--- src/rtl/post_pkg.sv ---
// Shared definitions for the Acorn POST test-port host master.
// Op codes, pulse counts per command, and default 12 MHz timing.
package post_pkg;

    localparam logic [1:0] OP_RAW        = 2'd0;
    localparam logic [1:0] OP_SYNC       = 2'd1;
    localparam logic [1:0] OP_OUTPUT     = 2'd2;
    localparam logic [1:0] OP_WRITE_BYTE = 2'd3;

    localparam logic [7:0] SYNC_PULSES   = 8'd4;
    localparam logic [7:0] OUTPUT_PULSES = 8'd3;

    localparam int DEF_PWID_CYC  = 6;
    localparam int DEF_PGAP_CYC  = 6;
    localparam int DEF_BREAK_CYC = 300;
    localparam int DEF_TMR_W     = 16;

    typedef enum logic [1:0] {
        PG_IDLE,
        PG_HIGH,
        PG_GAP,
        PG_BREAK
    } pg_state_t;

    typedef enum logic [1:0] {
        M_IDLE,
        M_RUN,
        M_DONE
    } m_state_t;

    function automatic logic [7:0] bit_pulses(input logic b);
        return b ? 8'd2 : 8'd1;
    endfunction

    function automatic logic [7:0] op_pulses(
        input logic [1:0] op,
        input logic [7:0] data
    );
        logic [7:0] n;
        n = 8'd0;
        unique case (op)
            OP_RAW:        n = data;
            OP_SYNC:       n = SYNC_PULSES;
            OP_OUTPUT:     n = OUTPUT_PULSES;
            OP_WRITE_BYTE: n = bit_pulses(data[7]);
            default:       n = 8'd0;
        endcase
        return n;
    endfunction

endpackage

--- src/rtl/post_pulse_gen.sv ---
// One testreq pulse train: N x (high, gap) followed by a break.
// Samples the synchronized ack at the end of the final gap.
module post_pulse_gen
    import post_pkg::*;
#(
    parameter int PWID_CYC  = DEF_PWID_CYC,
    parameter int PGAP_CYC  = DEF_PGAP_CYC,
    parameter int BREAK_CYC = DEF_BREAK_CYC,
    parameter int TMR_W     = DEF_TMR_W
) (
    input  logic       clk,
    input  logic       rst_n,
    input  logic       start,
    input  logic [7:0] count,
    input  logic       ack_s,
    output logic       testreq,
    output logic       last_ack,
    output logic       train_done
);

    localparam logic [TMR_W-1:0] T_HIGH = TMR_W'(PWID_CYC - 1);
    localparam logic [TMR_W-1:0] T_GAP  = TMR_W'(PGAP_CYC - 1);
    localparam logic [TMR_W-1:0] T_BRK  = TMR_W'(BREAK_CYC - 1);

    pg_state_t        state;
    logic [TMR_W-1:0] tmr;
    logic [7:0]       pcnt;
    logic             tmr_zero;
    logic             go;

    assign tmr_zero   = (tmr == '0);
    assign go         = start && (count != 8'd0);
    assign train_done = (state == PG_BREAK) && tmr_zero;

    always_ff @(posedge clk or negedge rst_n) begin
        if (!rst_n) begin
            state    <= PG_IDLE;
            tmr      <= '0;
            pcnt     <= 8'd0;
            testreq  <= 1'b0;
            last_ack <= 1'b0;
        end else begin
            unique case (state)
                PG_IDLE: begin
                    if (go) begin
                        state   <= PG_HIGH;
                        testreq <= 1'b1;
                        tmr     <= T_HIGH;
                        pcnt    <= count;
                    end
                end
                PG_HIGH: begin
                    if (tmr_zero) begin
                        state   <= PG_GAP;
                        testreq <= 1'b0;
                        tmr     <= T_GAP;
                    end else begin
                        tmr <= tmr - 1'b1;
                    end
                end
                PG_GAP: begin
                    if (!tmr_zero) begin
                        tmr <= tmr - 1'b1;
                    end else if (pcnt == 8'd1) begin
                        // final gap: this is the reply window
                        last_ack <= ack_s;
                        state    <= PG_BREAK;
                        tmr      <= T_BRK;
                    end else begin
                        pcnt    <= pcnt - 8'd1;
                        state   <= PG_HIGH;
                        testreq <= 1'b1;
                        tmr     <= T_HIGH;
                    end
                end
                PG_BREAK: begin
                    if (!tmr_zero) begin
                        tmr <= tmr - 1'b1;
                    end else if (go) begin
                        state   <= PG_HIGH;
                        testreq <= 1'b1;
                        tmr     <= T_HIGH;
                        pcnt    <= count;
                    end else begin
                        state <= PG_IDLE;
                    end
                end
                default: begin
                    state   <= PG_IDLE;
                    testreq <= 1'b0;
                end
            endcase
        end
    end

endmodule

--- src/rtl/post_host_master.sv ---
// Host-side POST initiator: decodes byte commands into pulse trains,
// sequences WRITE_BYTE bits and runs the done/ready handshake.
module post_host_master
    import post_pkg::*;
#(
    parameter int PWID_CYC  = DEF_PWID_CYC,
    parameter int PGAP_CYC  = DEF_PGAP_CYC,
    parameter int BREAK_CYC = DEF_BREAK_CYC,
    parameter int TMR_W     = DEF_TMR_W
) (
    input  logic       refclk,
    input  logic       rst_n,
    input  logic       cmd_valid,
    output logic       cmd_ready,
    input  logic [1:0] cmd_op,
    input  logic [7:0] cmd_data,
    output logic       testreq,
    input  logic       testack,
    output logic       done,
    output logic       last_ack
);

    m_state_t   state;
    logic       ack_m;
    logic       ack_s;
    logic       wb;
    logic [6:0] sh;
    logic [2:0] bcnt;

    logic       accept;
    logic [7:0] acc_cnt;
    logic       more;
    logic       train_done;
    logic       pg_start;
    logic [7:0] pg_count;

    always_ff @(posedge refclk or negedge rst_n) begin
        if (!rst_n) begin
            ack_m <= 1'b0;
            ack_s <= 1'b0;
        end else begin
            ack_m <= testack;
            ack_s <= ack_m;
        end
    end

    assign accept   = cmd_valid && cmd_ready;
    assign acc_cnt  = op_pulses(cmd_op, cmd_data);
    assign more     = (state == M_RUN) && train_done && wb && (bcnt != 3'd0);
    assign pg_start = (accept && (acc_cnt != 8'd0)) || more;
    assign pg_count = more ? bit_pulses(sh[6]) : acc_cnt;

    always_ff @(posedge refclk or negedge rst_n) begin
        if (!rst_n) begin
            state     <= M_IDLE;
            cmd_ready <= 1'b1;
            done      <= 1'b0;
            wb        <= 1'b0;
            sh        <= 7'd0;
            bcnt      <= 3'd0;
        end else begin
            unique case (state)
                M_IDLE: begin
                    done <= 1'b0;
                    if (accept) begin
                        cmd_ready <= 1'b0;
                        wb        <= (cmd_op == OP_WRITE_BYTE);
                        sh        <= cmd_data[6:0];
                        bcnt      <= (cmd_op == OP_WRITE_BYTE) ? 3'd7 : 3'd0;
                        if (acc_cnt == 8'd0) begin
                            state <= M_DONE;
                            done  <= 1'b1;
                        end else begin
                            state <= M_RUN;
                        end
                    end
                end
                M_RUN: begin
                    if (more) begin
                        // next bit's train starts straight out of the break
                        sh   <= {sh[5:0], 1'b0};
                        bcnt <= bcnt - 3'd1;
                    end else if (train_done) begin
                        state <= M_DONE;
                        done  <= 1'b1;
                    end
                end
                M_DONE: begin
                    state     <= M_IDLE;
                    done      <= 1'b0;
                    cmd_ready <= 1'b1;
                end
                default: begin
                    state     <= M_IDLE;
                    done      <= 1'b0;
                    cmd_ready <= 1'b1;
                end
            endcase
        end
    end

    post_pulse_gen #(
        .PWID_CYC  (PWID_CYC),
        .PGAP_CYC  (PGAP_CYC),
        .BREAK_CYC (BREAK_CYC),
        .TMR_W     (TMR_W)
    ) u_pg (
        .clk        (refclk),
        .rst_n      (rst_n),
        .start      (pg_start),
        .count      (pg_count),
        .ack_s      (ack_s),
        .testreq    (testreq),
        .last_ack   (last_ack),
        .train_done (train_done)
    );

endmodule

--- config.mk ---
export PLATFORM = sky130hd
export DESIGN_NAME = post_host_master
export DESIGN_NICKNAME = d
export VERILOG_FILES = /design/src/rtl/post_pkg.sv /design/src/rtl/post_pulse_gen.sv /design/src/rtl/post_host_master.sv
export SDC_FILE = /design/constraint.sdc
export NUM_CORES = 1
export LEC_CHECK = 0
export CELL_PAD_IN_SITES_DETAIL_PLACEMENT = 1
export CELL_PAD_IN_SITES_GLOBAL_PLACEMENT = 1
export CORE_ASPECT_RATIO = 1.1
export CORE_UTILIZATION = 50
export DETAILED_ROUTE_END_ITERATION = 6
export GPL_TIMING_DRIVEN = 0
export PLACE_DENSITY = 0.82
export SKIP_LAST_GASP = 1
export SYNTH_ARGS = -nofsm -noshare
export SYNTH_HDL_FRONTEND = slang
export SYNTH_SLANG_ARGS = --single-unit
--- constraint.sdc ---
create_clock -name refclk -period 5.5 [get_ports refclk]
set_input_delay 1.1 -clock refclk [delete_from_list [all_inputs] [get_ports refclk]]
set_output_delay 1.1 -clock refclk [all_outputs]
set_load 0.02 [all_outputs]
==> results.ini <==
[logic_synthesis]
syn_area_per_cell_sq_um = 9.127
synth_fp_nets = 340
async_flop_share = 1.000
synth_area_sq_um = 2884
synth_top_area_cell = dfrtp_1
syn_inst = 316
yosys-top-cells-area = dfrtp_1 38%, ha_1 4.3%, a21oi_1 3.6%
synth-main-ff-cell = dfrtp_1
ys_seq_area_frac = 0.3909
yosysWarnings = 0
yosysUniqueCellTypes = 69
ys_seq_elements = 45
synth_edf_count = 0
synth_top_area_share = 0.3818

[clock_network]
clk_latency_ps = 300
cts_buffers = 5
path_clk_slew_ps = 90
cts_hold_buffers = 0
post_cts_buffers = 0
max-clock-path-buffers = 2
htree_levels = 2
ctsResizeCount = 0
clock-root-buffer = clkbuf_8
cts.sinks = 45
cts_tree = yes

[power]
seqPwrFrac = 0.528
vdd_drop_max_uv = 172.2
p_leak_nw = 1.342
pwr-share-comb = 0.192
power.density_nw_per_um2 = 231.7
p_sw_frac = 0.2999
p_int_uw = 527.0
power_switching_uw = 225.8
clock_power_share = 0.280
p_total_uw = 752.8

[global_route]
antenna_found_initial = 0
grt-ovfl-total = 0
grt_max_degree = 26
grt_pass1_wl_um = 12840
grt_pass1_vias = 2587
grt_use_total = 0.2783

[worst_setup_path]
crit_type = primary input to register
worstSetupStartpointType = primary input
critPathMaxStageDelay_ps = 540
slowest_stage = clkdlybuf4s50_1
crit_buf_inv = 2
rr_startpoint = bcnt[0]
endpoint_kind = register
path_cells = clkdlybuf4s50_1 -> nor4_4 -> a31oi_1 -> a22o_1 -> buf_6 -> o21a_4 -> mux2_4
rrSetupSlack_ps = 3050
crit_path_start = cmd_data[7]
cp.arrival_ps = 3080
crit_fanout = 10
cpLargestDelayFamily = compound AO/OA/AOI/OAI gates
cp_data_required_time_ps = 5690

[detailed_routing]
wl_um = 7694
drtIter0Drc = 145
wire_per_inst_um = 18.45
antenna_left = 0
dr.pass1.iters = 4
drcViolationCount = 0
via_per_inst = 6.098
vias = 2543

[cells_and_area]
final_common_cell = dfrtp_1
area_growth_pct = 12.67
multi_input_area_sq_um = 1608
layout_common_cells = 44 x dfrtp_1, 24 x nor2_1, 21 x nand2_1, 21 x a21oi_1, 20 x o21ai_0
nNetsFinal = 365
drive_gt1_frac = 0.1170
fin_area_sq_um = 3249
nFillCells = 669
regArea_sq_um = 1127
diodes = 0

[placed_design]
dp_slack_ps = 2303
placed_cell_area_sq_um = 3163
gp_congestion = 0.8042
port_buffers = 17
dp_hpwl_um = 5815

[floorplan]
start_util = 0.5277
die_y_um = 81.66
fp.coreArea_sq_um = 5465
die_area_sq_um = 6076
io_pins = 18
die_x_um = 74.42
rows = 28

[timing]
slew_viol_final = 0
slew_headroom = 0.6691
period_share = 0.5260
finalClockSkew_ps = 7.632
setup_ws_ps = 2607
period_needed_ps = 2893
max_clock_freq_ghz = 0.3457
grt_setup_unrepaired = no
finalSetupViolCount = 0
whs_ps = 359.8
tightest_slew_ps = 496.3
final.setup.tns_ps = 0
hold_violations = 0

[hold_path]
min_from = ack_m
worstHoldPathType = register to register

[job]
cap_violations = 0

[status]
run_status = complete, no violations

## logic make-up (layout without fill, tap and decap cells)
kind of cell	Yosys count	after routing	synth area share
AOI/OAI and AO/OA	113	113	0.2681
xor gates and xnor gates	4	4	0.01215
adders and majority gates	10	10	0.04338
buffers and inverters	33	59	0.05162
DFF	45	45	0.3909
muxes	8	8	0.02993
and+or+nand+nor	103	103	0.2039
## cell usage after synthesis (all sizes together), types with 4 or more instances
cell type / number
a21o: 4
a21oi: 22
a22oi: 4
a31oi: 10
a32oi: 5
and3: 4
buf: 9
clkbuf: 6
dfrtp: 44
ha: 10
inv: 17
mux2i: 6
nand2: 21
nand3: 11
nor2: 26
nor3: 11
nor4: 5
o211ai: 8
o21ai: 24
o22ai: 4
o2bb2ai: 4
or3: 8
## routing by layer
metal | vias up | global-route usage | part of all wire
met2 | 37 | 0.5063 | 0.53
met4 | 0 | 0.06981 | 0.014
met1 | 1267 | 0.3457 | 0.44
met5 | - | 0 | 0
met3 | 11 | 0.03313 | 0.016
li1 | 1228 | - | -
## per-stage QoR
step / utilization / cells
2_1_floorplan: - / 316
3_3_place_gp: 0.5760 / 408
3_5_place_dp: 0.5788 / 409
4_1_cts: 0.5946 / 417
5_1_grt: 0.5946 / 417
6_report: 0.5946 / 417
## state kept, by name, indices dropped and copies added (netlist names)
register / flops
cmd_ready: 1
state: 2
done: 1
sh: 7
u_pg.pcnt: 8
u_pg.last_ack: 1
ack_m: 1
bcnt: 3
u_pg.testreq: 1
ack_s: 1
wb: 1
u_pg.tmr: 16
u_pg.state: 2
## cell type report
cell class                 count  area share
inverter                      18     0.02079
multi-input combinational    238      0.4948
timing repair buffer          18     0.05699
clock buffer                   5     0.02118
tap                           75     0.02888
clock inverter                 3    0.005391
sequential                    45      0.3469
buffer                        15     0.02503
## worst register-to-register path, stage by stage, from the launching register on
cell	delay (ps)
dfrtp_1	380
inv_1	50
ha_1	190
ha_1	200
nor4bb_1	350
nand4_1	260
nor2_1	240
buf_4	220
o21a_4	160
mux2_4	290
## power by group through the flow
stage	combinational [mW]	clock (mW)	sequential, mW
2_1_floorplan	0.0973	0	0.398
3_3_place_gp	0.138	0	0.401
3_5_place_dp	0.146	0	0.404
4_1_cts	0.147	0.213	0.398
5_1_grt	0.170	0.225	0.403
6_report	0.145	0.210	0.397
## path summary, 6_finish.rpt
| check | endpoint | cells past startpoint |
|---|---|---|
| max | u_pg.pcnt[1] | 7 |
| min | ack_s | 0 |
| max reg2reg | u_pg.pcnt[1] | 9 |
| min reg2reg | ack_s | 0 |
| max in group asynchronous | cmd_ready | 2 |
| min in group asynchronous | u_pg.tmr[1] | 1 |
Power figures use the tool's default switching activity.
